--- src/rtl/serial_adder_pkg.sv ---
// Shared types and constants for the bit-serial add/subtract controller.
package serial_adder_pkg;

  localparam int SA_N_DEFAULT = 8;

  typedef enum logic [1:0] {
    IDLE = 2'd0,
    RUN  = 2'd1,
    DONE = 2'd2
  } sa_state_e;

endpackage

--- src/rtl/fulladder.sv ---
// Single-bit full adder cell, purely combinational.
module fulladder (
  input  logic a,
  input  logic b,
  input  logic c,
  output logic sum,
  output logic carry
);

  assign sum   = a ^ b ^ c;
  assign carry = (a & b) | (c & (a ^ b));

endmodule

--- src/rtl/serial_adder_ctrl.sv ---
// Bit-serial N-bit adder/subtractor: one fulladder stepped LSB first, one bit per clock,
// with a start/busy/done handshake and held result registers.
module serial_adder_ctrl
  import serial_adder_pkg::*;
#(
  parameter int N = SA_N_DEFAULT
) (
  input  logic         clk,
  input  logic         rst,
  input  logic         start,
  input  logic [N-1:0] a,
  input  logic [N-1:0] b,
  input  logic         sub,
  output logic         busy,
  output logic         done,
  output logic [N-1:0] sum,
  output logic         cout,
  output logic         ovf
);

  localparam int CNT_W = $clog2(N);
  localparam logic [CNT_W-1:0] CNT_LAST = CNT_W'(N - 1);

  sa_state_e      state_q;
  logic [N-1:0]   a_sr_q;
  logic [N-1:0]   b_sr_q;
  logic [N-1:0]   sum_sr_q;
  logic [N-1:0]   sum_q;
  logic [CNT_W-1:0] cnt_q;
  logic           carry_q;
  logic           msb_cin_q;
  logic           cout_q;
  logic           busy_q;
  logic           done_q;
  logic           fa_sum;
  logic           fa_carry;

  fulladder u_fa (
    .a     (a_sr_q[0]),
    .b     (b_sr_q[0]),
    .c     (carry_q),
    .sum   (fa_sum),
    .carry (fa_carry)
  );

  // NOTE: non-blocking assignments make every right-hand side read the pre-edge value,
  // which is exactly what the final step needs when it captures the old carry into msb_cin_q.
  always_ff @(posedge clk) begin
    if (rst) begin
      state_q   <= IDLE;
      a_sr_q    <= '0;
      b_sr_q    <= '0;
      sum_sr_q  <= '0;
      sum_q     <= '0;
      cnt_q     <= '0;
      carry_q   <= 1'b0;
      msb_cin_q <= 1'b0;
      cout_q    <= 1'b0;
      busy_q    <= 1'b0;
      done_q    <= 1'b0;
    end else begin
      case (state_q)
        IDLE: begin
          if (start) begin
            // Subtraction is A + ~B + 1: invert B here and seed the carry with sub.
            a_sr_q   <= a;
            b_sr_q   <= b ^ {N{sub}};
            carry_q  <= sub;
            cnt_q    <= '0;
            sum_sr_q <= '0;
            busy_q   <= 1'b1;
            state_q  <= RUN;
          end
        end
        RUN: begin
          sum_sr_q <= {fa_sum, sum_sr_q[N-1:1]};
          carry_q  <= fa_carry;
          a_sr_q   <= a_sr_q >> 1;
          b_sr_q   <= b_sr_q >> 1;
          cnt_q    <= cnt_q + CNT_W'(1);
          if (cnt_q == CNT_LAST) begin
            msb_cin_q <= carry_q;
            sum_q     <= {fa_sum, sum_sr_q[N-1:1]};
            cout_q    <= fa_carry;
            done_q    <= 1'b1;
            state_q   <= DONE;
          end
        end
        DONE: begin
          done_q  <= 1'b0;
          busy_q  <= 1'b0;
          state_q <= IDLE;
        end
        default: begin
          done_q  <= 1'b0;
          busy_q  <= 1'b0;
          state_q <= IDLE;
        end
      endcase
    end
  end

  assign busy = busy_q;
  assign done = done_q;
  assign sum  = sum_q;
  assign cout = cout_q;
  // Overflow is carry into MSB xor carry out of MSB, both captured on the final step.
  assign ovf  = cout_q ^ msb_cin_q;

endmodule

--- config.mk ---
export PLATFORM = sky130hd
export DESIGN_NAME = serial_adder_ctrl
export DESIGN_NICKNAME = d
export VERILOG_FILES = /design/src/rtl/serial_adder_pkg.sv /design/src/rtl/fulladder.sv /design/src/rtl/serial_adder_ctrl.sv
export SDC_FILE = /design/constraint.sdc
export NUM_CORES = 1
export LEC_CHECK = 0
export ABC_AREA = 1
export BUFFER_PORTS_ARGS = -buffer_cell sky130_fd_sc_hd__buf_2
export CORE_MARGIN = 4
export CORE_UTILIZATION = 57
export CTS_BUF_LIST = sky130_fd_sc_hd__clkbuf_2 sky130_fd_sc_hd__clkbuf_4 sky130_fd_sc_hd__clkbuf_8
export DETAILED_ROUTE_END_ITERATION = 7
export PLACE_DENSITY = 0.81
export SLEW_MARGIN = 5
export SYNTH_ARGS = -nofsm -noshare
export SYNTH_HDL_FRONTEND = slang
export SYNTH_SLANG_ARGS = --single-unit
--- constraint.sdc ---
create_clock -name clk -period 1.3 [get_ports clk]
set_input_delay 0.13 -clock clk [delete_from_list [all_inputs] [get_ports clk]]
set_output_delay 0.13 -clock clk [all_outputs]
set_load 0.02 [all_outputs]
# Word-level counts from Yosys, hierarchy flattened
# Index checks and enable logic that the tools add are counted.
# totals
ff_bits	42
inputBits	20
out_inout_bits	12
elab_cells	49
# classes
addsub	1
n_eq_ne	4
n_mux	17
bitwise	9
n_reduce_logical	7
# op_table
cell	n
8-bit one-hot mux with 2 select lines	3
8-bit two-way mux	3
2-bit AND reduction	5
8-bit XOR	1
1-bit one-hot mux with 2 select lines	3
3-bit one-hot mux with 2 select lines	1
2-bit two-way mux	2
2-bit inequality test, second input constant	2
2-bit one-hot mux with 2 select lines	1
3-bit by 1-bit adder with 3-bit output, second input constant	1
3-bit == test, second input constant	1
1-bit two-way mux	3
3-bit two-way mux	1
1-bit XOR	3
1-bit bitwise AND	2
2-bit by 1-bit == test with 1-bit output, second input constant	1
2-bit logical NOT	1
1-bit inverter	2
2-bit nonzero test	1
1-bit bitwise OR	1

# Logic depth before layout (Yosys ltp)
# logic_depth
ltp_word	4
ltp_mapped	8
depth_no_buf	8

# Modules after synthesis
# From an unflattened synthesis, not the netlist that was laid out.
# hier_totals
hier_cells	270
area_unflattened_um2	1853.0
# by_module_without_submodules
mod	n_inst	cells_each	area_each_um2	seq_area_each_um2
serial_adder_ctrl	1	269	1833.0	820.8
fulladder	1	1	20.0	0.0

# Least setup slack after synthesis
# OpenSTA, ideal clock, no wires.
# synth_timing
path_type	register to register
start	register cnt_q[0]
end	register sum_q[7], in the netlist sum[7]
arrival_ps	1104
setup_slack_ps	84
stages_incl_launch_ff	9
n_path_buf	0
synth_period_minus_slack_ps	1216
path_cell_list	dfxtp_1 ha_1 ha_1 nand2_1 nor2_4 nand2_1 clkinv_2 nand2_1 nand2_1
# synth_via
elab_chain_cells	2
# synth_lines
item	line	text
start, declared	serial_adder_ctrl.sv:29	logic [CNT_W-1:0] cnt_q;
start signal, assigned	serial_adder_ctrl.sv:80	cnt_q <= cnt_q + CNT_W'(1);
3-bit == test	serial_adder_ctrl.sv:81	if (cnt_q == CNT_LAST) begin
2-bit AND reduction (no line)	-	
end signal, assigned	serial_adder_ctrl.sv:83	sum_q <= {fa_sum, sum_sr_q[N-1:1]};
end, declared	serial_adder_ctrl.sv:28	logic [N-1:0] sum_q;
# Every way passes these cells.
# A chain may end at the register's enable or synchronous reset.

# Worst setup path after layout
# layout_timing
start	register cnt_q[0]
end	register sum_q[0], in the netlist sum[0]
# Same word-level chain as after synthesis.

==> run_results.csv <==
group,metric,value,unit
clocking,clock_tree.htree_level_count,2,
grt,track_usage,21.4,%
worst_setup_path,critical_path_cell_with_the_highest_stage_delay,"dfxtp_4",
clocking,clock_buffers_created_by_tritoncts,5,
floorplan,placement_rows,20,
synthesis,synth.net_count,290,
sta,timing.final.crit_share,101,%
sta,postLayoutSetupSlackWorst,-0.00828,ns
worst_setup_path,regToRegSetupSlack,-0.008,ns
grt,global_route_wire_length_before_repair,6.91,mm
worst_hold_path,worstHoldPathCells,3,
worst_hold_path,min-delay-start,"start",
pwr,p_leak,1.17,nW
synthesis,ys_seq_area_share,44.4,%
sta,slew_violations,0,
floorplan,core_area,0.00308,mm2
synthesis,postSynthRegisterBits,41,
worst_setup_path,crit_path_cell_chain,"ha_4 -> ha_4 -> nand2_2 -> nor2_4 -> buf_4 -> o21ai_0 -> nor2_1",
place,dp.final_hpwl,2.93,mm
finish,number_of_inserted_diodes,0,
sta,max_freq,764,MHz
grt,antenna_violations_before_repair,0,
floorplan,io-pin-count,32,
worst_setup_path,crit_path_frequent_cell,"ha_4",
clocking,ctsLongestPathBuffers,2,
place,globalplace.congestion,0.811,
worst_setup_path,worstReg2RegEnd,"sum[0]",
clocking,clockRootBuffer,"clkbuf_4",
worst_hold_path,whs_endpoint,"busy",
worst_setup_path,crit_path_max_fanout,4,
sta,timing.final.hold_violations,0,
synthesis,syn_area_per_cell,6.93,um2
synthesis,number_of_enable_flip_flop_cells_after_synthesis,0,
grt,grt_start_max_net_pins,18,
status,violations_in_the_final_reports,"setup timing",
drt,totalWireLength,4.37,mm
worst_setup_path,critical_path_required_time,1.58,ns
synthesis,postSynth.topFlopCell,"dfxtp_1",
drt,via_count,1818,
worst_setup_path,max_stage_delay,0.38,ns
drt,drt_first_pass_iters,5,
synthesis,post_synthesis_async_set_or_reset_flop_share,0,%
floorplan,starting_utilization_of_the_core_area,60.1,%
worst_setup_path,timing_worst_setup_path_type,"flop to flop",
status,run_status,"finished with violations",
sta,max_slew.worst_pin.slew,0.213,ns
drt,drt-vias-per-instance,5.08,
sta,finalWorstPathRequiredPeriod,1.31,ns
clocking,num_clock_sinks,41,
drt,wire_per_inst,12.2,um
pwr,p_total,2.34,mW
finish,final_layout_size_suffix_gt1_share,24.8,%
worst_setup_path,worst_setup_path_start_kind,"flop",
sta,setup_viol,1,
drt,first_iter_violations,135,
clocking,worstSkewPairLatency,0.37,ns
drt,ant_nets,0,
pwr,ir_worst_vdd,0.732,mV
floorplan,fp.dieH,65.0,um
finish,finalInstanceArea,0.00226,mm2
worst_setup_path,cp.arrival,1.58,ns
grt,gr_overflow_total,0,
place,placed_cell_area,0.00210,mm2
clocking,tritoncts,"built",
synthesis,ys_types,22,
drt,drt_drc_violations_left,0,
synthesis,synth.cell_area,0.00185,mm2
synthesis,post_synth_inst_count,267,
floorplan,dieArea,0.00422,mm2
worst_setup_path,setup.worst_path.end_class,"flop",
finish,area_growth_syn_to_layout,22.2,%
pwr,power.density,1040,mW/mm2
place,portBuffers,31,
worst_hold_path,worstHoldPathType,"input pin to flop",
finish,nNetsFinal,336,
clocking,cts.clk_slew.worst_paths,0.13,ns
floorplan,die_w,65.0,um
worst_setup_path,r2r-start,"cnt_q[0]",
sta,final.setup_skew,0.0150,ns
grt,first_global_vias,1539,
sta,timing.max_slew.rel_slack,85.8,%
flow_run,timing.max_cap.violations,0,
synthesis,yosys_warnings,0,
worst_setup_path,ff2ff_path_depth,7,
==> layout make-up <==
class                      count  area (um2)
clock buffer                   6        51.3
clock inverter                 2        13.8
fill                         269         818
inverter                      28         113
multi-input combinational    186         891
sequential                    41         828
tap                           44        55.1
timing repair buffer          50         300
timing repair inverter         1        7.51
==> state kept, by name (all words and copies together) (netlist names), 2 cells and up <==
signal	cells
a_sr_q	8
b_sr_q	8
cnt_q	3
state_q	2
sum	8
sum_sr_q	7
==> layout by cell type (no fill, tap or decap), types with 3 or more instances in the layout <==
cell      instances
nand2_1          83
inv_1            24
clkbuf_4          5
buf_4            18
a21oi_1          15
buf_2            31
nor2_1           22
nand2_2           5
nand3_1          48
dfxtp_1          37
o21ai_0           3
dfxtp_2           3
==> through the flow <==
stage / hold slack (ns) / setup TNS (ns) / utilization, % / cells / worst slack, ns
after detailed placement: 0.387 / -0.00491 / 68.3 / 346 / -0.00491
after CTS: 0.0520 / 0 / 70.9 / 355 / 0.0125
after global routing: 0.0596 / -0.644 / 73.4 / 358 / -0.0903
final: 0.0510 / -0.00828 / 73.4 / 358 / -0.00828
after global placement: 0.383 / 0 / 68.3 / 346 / 0.0412
after floorplan: 0.274 / 0 / - / 267 / 0.0837
==> cells in the mapped netlist, types with 2 or more instances <==
cell type | instances | area, um2
nand2_1 | 88 | 330
a21oi_1 | 15 | 75.1
inv_1 | 24 | 90.1
nand3_1 | 48 | 240
buf_4 | 5 | 37.5
inv_2 | 3 | 11.3
nor2_1 | 22 | 82.6
xor2_1 | 2 | 17.5
ha_1 | 2 | 25.0
buf_2 | 4 | 20.0
o21ai_0 | 3 | 15.0
dfxtp_1 | 41 | 821
==> what timing repair did <==
action                                  in CTS  in global routing
setup buffers                                0                  2
hold buffers                                 1                  0
endpoints found under the setup margin       4                 12
endpoints found under the hold margin        1                  0
gates cloned                                 0                  1
pin swaps                                    0                  4
resized for setup                            1                 18
==> per-layer routing <==
| metal | routed length (um) | GRT usage, % | up-vias |
|---|---|---|---|
| met5 | 0 | 0 | - |
| met1 | 2010 | 27.0 | 837 |
| met3 | 211 | 5.89 | 13 |
| met4 | 106 | 8.97 | 0 |
| li1 | - | - | 930 |
| met2 | 2040 | 34.4 | 38 |
==> worst max-delay path by stage <==
stage	startpoint	endpoint	depth (start not counted)
detailed placement	cnt_q[0]	sum[4]	8
global placement	cnt_q[0]	sum[7]	8
global route	cnt_q[0]	sum[7]	8
floorplan	cnt_q[0]	sum[7]	8
CTS	cnt_q[0]	sum[4]	8
finish	cnt_q[0]	sum[0]	7
==> cells by family (layout without fill, tap and decap cells) <==
| logic type | count (synthesis) | count (layout) | share of synthesized area [%] |
|---|---|---|---|
| AOI/OAI and AO/OA | 19 | 19 | 5.14 |
| xor gates and xnor gates | 2 | 2 | 0.947 |
| adders and majority gates | 3 | 3 | 2.44 |
| buffers and inverters | 40 | 87 | 9.88 |
| DFF | 41 | 41 | 44.4 |
| and+or+nand+nor | 162 | 162 | 37.2 |
==> report_power, final <==
part	total (mW)	internal [mW]	switching, mW	leakage [nW]
combinational	0.312	0.128	0.184	0.799
clock	0.698	0.264	0.434	0.0382
sequential	1.33	1.30	0.0309	0.335
total	2.34	1.69	0.649	1.17
==> worst max-delay path, delay by kind of cell (launching register included) <==
family,cells,cell delay [ns]
AO/OA/AOI/OAI,1,0.18
adder cells (fa/ha/maj),2,0.31
buffers and inverters,1,0.14
flip-flops,1,0.38
AND/OR/NAND/NOR,3,0.22
Power figures use the tool's default switching activity.
